`src/rtl/encoder8to3_seq_if.sv`:
```
// encoder8to3_seq_if: request/code handshake bundle
// for the sequential 8-to-3 priority encoder.
interface encoder8to3_seq_if;
  logic       E;
  logic       load;
  logic [7:0] D;
  logic       ready;
  logic [2:0] Y;
  logic       V;
  logic       busy;
  logic [3:0] N;
  logic       done;
  logic       zero;

  modport master (
    output E,
    output load,
    output D,
    output ready,
    input  Y,
    input  V,
    input  busy,
    input  N,
    input  done,
    input  zero
  );

  modport slave (
    input  E,
    input  load,
    input  D,
    input  ready,
    output Y,
    output V,
    output busy,
    output N,
    output done,
    output zero
  );
endinterface

```
`src/rtl/encoder8to3_seq.sv`:
```
// encoder8to3_seq: captures an 8-bit request vector and
// delivers set-bit indices, highest first, one per handshake.
module encoder8to3_seq (
  input  logic               clk,
  input  logic               rst_n,
  encoder8to3_seq_if.slave   bus
);

  typedef enum logic {
    IDLE  = 1'b0,
    DRAIN = 1'b1
  } state_t;

  state_t     state;
  state_t     state_n;
  logic [7:0] p;
  logic [7:0] p_n;
  logic [3:0] n;
  logic [3:0] n_n;
  logic       done_q;
  logic       done_n;
  logic       zero_q;
  logic       zero_n;
  logic [2:0] y;
  logic       v;
  logic       hs;
  logic [7:0] p_clr;

  function automatic logic [3:0] popcnt(
    input logic [7:0] vec
  );
    logic [3:0] c;
    c = 4'd0;
    for (int i = 0; i < 8; i++)
      c = c + {3'b000, vec[i]};
    return c;
  endfunction

  // highest pending line wins; later (higher) bits override
  always_comb begin
    y = 3'd0;
    for (int i = 0; i < 8; i++)
      if (p[i])
        y = 3'(i);
  end

  assign v     = (state == DRAIN) && bus.E;
  assign hs    = v && bus.ready;
  assign p_clr = p & ~(8'd1 << y);

  // next-state: capture in IDLE, retire one line per handshake
  always_comb begin
    state_n = state;
    p_n     = p;
    n_n     = n;
    done_n  = 1'b0;
    zero_n  = 1'b0;
    unique case (state)
      IDLE: begin
        if (bus.load && bus.E) begin
          p_n = bus.D;
          n_n = popcnt(bus.D);
          if (bus.D == 8'h00)
            zero_n = 1'b1;
          else
            state_n = DRAIN;
        end
      end
      DRAIN: begin
        if (hs) begin
          p_n = p_clr;
          if (p_clr == 8'h00) begin
            state_n = IDLE;
            done_n  = 1'b1;
          end
        end
      end
      default: state_n = IDLE;
    endcase
  end

  // state, pending lines, count and pulse registers
  always_ff @(posedge clk or negedge rst_n) begin
    if (!rst_n) begin
      state  <= IDLE;
      p      <= 8'h00;
      n      <= 4'd0;
      done_q <= 1'b0;
      zero_q <= 1'b0;
    end else begin
      state  <= state_n;
      p      <= p_n;
      n      <= n_n;
      done_q <= done_n;
      zero_q <= zero_n;
    end
  end

  assign bus.Y    = y;
  assign bus.V    = v;
  assign bus.busy = (state == DRAIN);
  assign bus.N    = n;
  assign bus.done = done_q;
  assign bus.zero = zero_q;

endmodule

```
`src/flat_wrapper.sv`:
```
// flat-port wrapper written by rule: the top's interface ports become plain ports
module encoder8to3_seq_flat 
  (clk, rst_n, bus_E, bus_load, bus_D, bus_ready, bus_Y, bus_V, bus_busy, bus_N, bus_done, bus_zero);
  encoder8to3_seq_if bus_i ();
  input  logic clk;
  input  logic rst_n;
  input wire logic [$bits(bus_i.E)-1:0] bus_E;
  input wire logic [$bits(bus_i.load)-1:0] bus_load;
  input wire logic [$bits(bus_i.D)-1:0] bus_D;
  input wire logic [$bits(bus_i.ready)-1:0] bus_ready;
  output wire logic [$bits(bus_i.Y)-1:0] bus_Y;
  output wire logic [$bits(bus_i.V)-1:0] bus_V;
  output wire logic [$bits(bus_i.busy)-1:0] bus_busy;
  output wire logic [$bits(bus_i.N)-1:0] bus_N;
  output wire logic [$bits(bus_i.done)-1:0] bus_done;
  output wire logic [$bits(bus_i.zero)-1:0] bus_zero;
  assign bus_i.E = bus_E;
  assign bus_i.load = bus_load;
  assign bus_i.D = bus_D;
  assign bus_i.ready = bus_ready;
  assign bus_Y = bus_i.Y;
  assign bus_V = bus_i.V;
  assign bus_busy = bus_i.busy;
  assign bus_N = bus_i.N;
  assign bus_done = bus_i.done;
  assign bus_zero = bus_i.zero;
  encoder8to3_seq u_core (.clk(clk), .rst_n(rst_n), .bus(bus_i));
endmodule
```
`config.mk`:
```
export PLATFORM = sky130hd
export DESIGN_NAME = encoder8to3_seq_flat
export DESIGN_NICKNAME = d
export VERILOG_FILES = /design/src/rtl/encoder8to3_seq_if.sv /design/src/rtl/encoder8to3_seq.sv /design/src/flat_wrapper.sv
export SDC_FILE = /design/constraint.sdc
export NUM_CORES = 1
export LEC_CHECK = 0
export CORE_UTILIZATION = 38
export CTS_BUF_LIST = sky130_fd_sc_hd__clkbuf_4 sky130_fd_sc_hd__clkbuf_8
export DETAILED_ROUTE_END_ITERATION = 7
export SLEW_MARGIN = 25
export SYNTH_ARGS = -nofsm -noshare
export SYNTH_HDL_FRONTEND = slang
export SYNTH_SLANG_ARGS = --single-unit
```
`constraint.sdc`:
```
create_clock -name clk -period 3.8 [get_ports clk]
set_input_delay 0.76 -clock clk [delete_from_list [all_inputs] [get_ports clk]]
set_output_delay 0.76 -clock clk [all_outputs]
set_load 0.05 [all_outputs]
```
==> flow_summary_export.csv <==
group,metric,value,unit
timing,worstMarginPinSlew,0.681,ns
setup_path,cp.arrival,3.67,ns
timing,fin_crit,3.51,ns
placement,port_buffers,23,
cts,clk_pin_slew,0.09,ns
min_path,min_path_type,"register to register",
synthesis,synth_top_family_by_area,"compound AO/OA/AOI/OAI gates",
synthesis,yosys.area_share.xor_xnor,0.889,%
setup_path,critPathBufInv,4,
timing,hold_viol_final,0,
setup_path,worst-endpoint-required,3.96,ns
detailed_routing,routed_wl,2.11,mm
timing,fin_crit_sh,92.4,%
cts,cts.sinks,15,
timing,finalSetupViolations,0,
global_routing,antenna_found_initial,0,
cts,cts_resized,0,
synthesis,synth_most_common_cell,"dfrtp_1",
pwr,p_leak,0.573,nW
synthesis,synth_common_cells,"15 x dfrtp_1, 14 x nand2_1, 12 x inv_1",
synthesis,ys_seq_elements,15,
timing,relSlewSlack,54.5,%
floorplanning,floorplan.initialDensity,40.1,%
global_routing,grt_max_degree,16,
synthesis,synthFlopType,"dfrtp_1",
detailed_routing,ant_nets,0,
placement,dpl_cell_area,1210,um^2
setup_path,slowest_delay,0.49,ns
setup_path,start_kind,"input pin",
detailed_routing,dr_total_vias,829,
pwr,total_power,1.04,mW
floorplanning,die-width,52.9,um
cts,cts-htree-levels,1,
timing,maxSlewViolCount,0,
setup_path,path_cells,"clkdlybuf4s50_1, inv_1, ha_1, inv_1, fa_1, fa_1, inv_1, fa_1, fa_1, xnor2_1, a21oi_1",
synthesis,synth_top_area_share,38.1,%
detailed_routing,drt_iter0_drc,17,
synthesis,synthSimpleGateAreaFrac,14.2,%
floorplanning,core-area,2450,um^2
pwr,ir_drop,0.608,mV
setup_path,worstRegToRegCells,4,
finish,drive_gt1_share,8.13,%
cts,cts_tree,"yes",
cts,cts-root-buf,"clkbuf_4",
setup_path,crit_path_end_kind,"register",
finish,fin_cells,153,
global_routing,track_usage,17.5,%
synthesis,synth-async-reset-ratio,100,%
placement,dp_cells,149,
cts,hold_buffers,0,
timing,skew,0.00739,ns
detailed_routing,drc,0,
floorplanning,io_pins,24,
detailed_routing,drt_first_pass_iters,4,
synthesis,muxShareOfSynthArea,0,%
setup_path,critPathMaxFanout,2,
synthesis,syn_inst,101,
global_routing,grt_pass1_wl,3.51,mm
cts,cts_buffer_depth,2,
timing,fmax,285,MHz
cts,clk_latency,0.28,ns
cts,cts_buffers,3,
synthesis,yosysSeqAreaShare,38.1,%
placement,hpwlAfterDp,1.64,mm
synthesis,synth.cell_area,985,um^2
setup_path,cp_top_family,"adder cells",
flow_run,cap_violations,0,
setup_path,crit_cells,11,
synthesis,syn_avg_cell_area,9.75,um^2
global_routing,grt_pass1_vias,775,
finish,final_cell_area,1240,um^2
min_path,hold_path_depth,2,
floorplanning,fp.dieH,52.9,um
synthesis,yosysTopAreaCell,"dfrtp_1",
synthesis,ys_top_cells_by_area,"dfrtp_1 38%, fa_1 8.1%, nand2_1 5.3%",
setup_path,cp_slowest_cell,"fa_1",
synthesis,synth-edff-count,0,
setup_path,crit_type,"input pin to register",
detailed_routing,via_per_inst,5.42,
synthesis,syn_nets,122,
floorplanning,row_count,18,
finish,syn_to_final_growth,25.7,%
outcome,outcome,"finished, final reports clean",
synthesis,synth_fa_ha_area_share,13.2,%
finish,nNetsFinal,145,
pwr,p_per_area,840,nW/um^2
setup_path,cp_common_cell,"fa_1",
synthesis,ys_types,33,
synthesis,yosysWarnings,0,
detailed_routing,wire_per_inst,13.8,um
cts,cts_setup_buffers,0,
timing,grt_setup_unrepaired,"no",
synthesis,synth_compound_area_share,24.4,%
finish,n_antenna_cell,0,
floorplanning,dieArea,2800,um^2
global_routing,grt_overflow_total,0,
placement,globalplace.congestion,0.797,
-- worst paths after layout --
path	to	from	slack [ns]
hold / removal	u_core.bus.N[1]$_DFFE_PN0P_	u_core.bus.N[1]$_DFFE_PN0P_	0.50
min in group asynchronous	u_core.p[4]$_DFFE_PN0P_	rst_n	0.89
hold reg to reg	u_core.bus.N[1]$_DFFE_PN0P_	u_core.bus.N[1]$_DFFE_PN0P_	0.50
setup / recovery	u_core.bus.N[2]$_DFFE_PN0P_	bus_D[0]	0.29
setup reg to reg	u_core.p[2]$_DFFE_PN0P_	u_core.bus.busy$_DFF_PN0_	2.01
max in group asynchronous	u_core.bus.N[3]$_DFFE_PN0P_	rst_n	2.47
-- sequential cells by signal (all words and copies together), names as in the netlist --
| signal | flops |
|---|---|
| u_core.bus.N | 4 |
| u_core.bus.busy | 1 |
| u_core.bus.done | 1 |
| u_core.bus.zero | 1 |
| u_core.p | 8 |
-- metrics by stage --
step,setup WS [ns],hold WS [ns],TNS [ns],util [%]
after floorplan,0.618,0.464,0,-
after global placement,0.0508,0.459,0,49.2
after detailed placement,-0.0198,0.474,-0.0198,49.2
after CTS,0.284,0.502,0,50.4
after global routing,0.105,0.515,0,50.4
final,0.290,0.498,0,50.4
-- worst register-to-register path, delay by kind of cell (launching register included) --
kind | cells | cell delay, ns
flops | 1 | 0.59
simple gates | 1 | 0.29
compound gates | 3 | 0.83
-- layout make-up --
cell class,count,area [um^2]
clock buffer,4,30.0
fill,246,1220
tap,30,37.5
multi-input combinational,69,519
inverter,12,45.0
sequential,15,375
timing repair buffer,23,230
-- cells by family after synthesis --
family | after synthesis
AO/OA/AOI/OAI | 32
AND/OR/NAND/NOR | 28
buffers and inverters | 17
flip-flops | 15
adder cells (fa/ha/maj) | 8
XOR/XNOR | 1
-- power breakdown --
part | internal [mW] | switching (mW)
registers | 0.222 | 0.0977
logic | 0.249 | 0.376
clock network | 0.0478 | 0.0474
-- routing by layer --
layer  up-vias  track usage (%)  wire, um
li1        395                -         -
met1       406             24.1       989
met2        23             27.4       991
met3         5             2.01        93
met4         0             7.89        32
met5         -                0         0
-- cells in the final DEF (no fill, tap or decap), drive strengths merged, types with 4 or more instances in the layout --
| master | instances |
|---|---|
| a22o | 5 |
| dfrtp | 15 |
| nand2 | 14 |
| ha | 4 |
| fa | 4 |
| clkdlybuf4s50 | 23 |
| nor2 | 5 |
| o31ai | 4 |
| inv | 12 |
| clkbuf | 4 |
| and2 | 4 |
| o21ai | 7 |
Note: power is estimated with default switching activity, not from simulation.
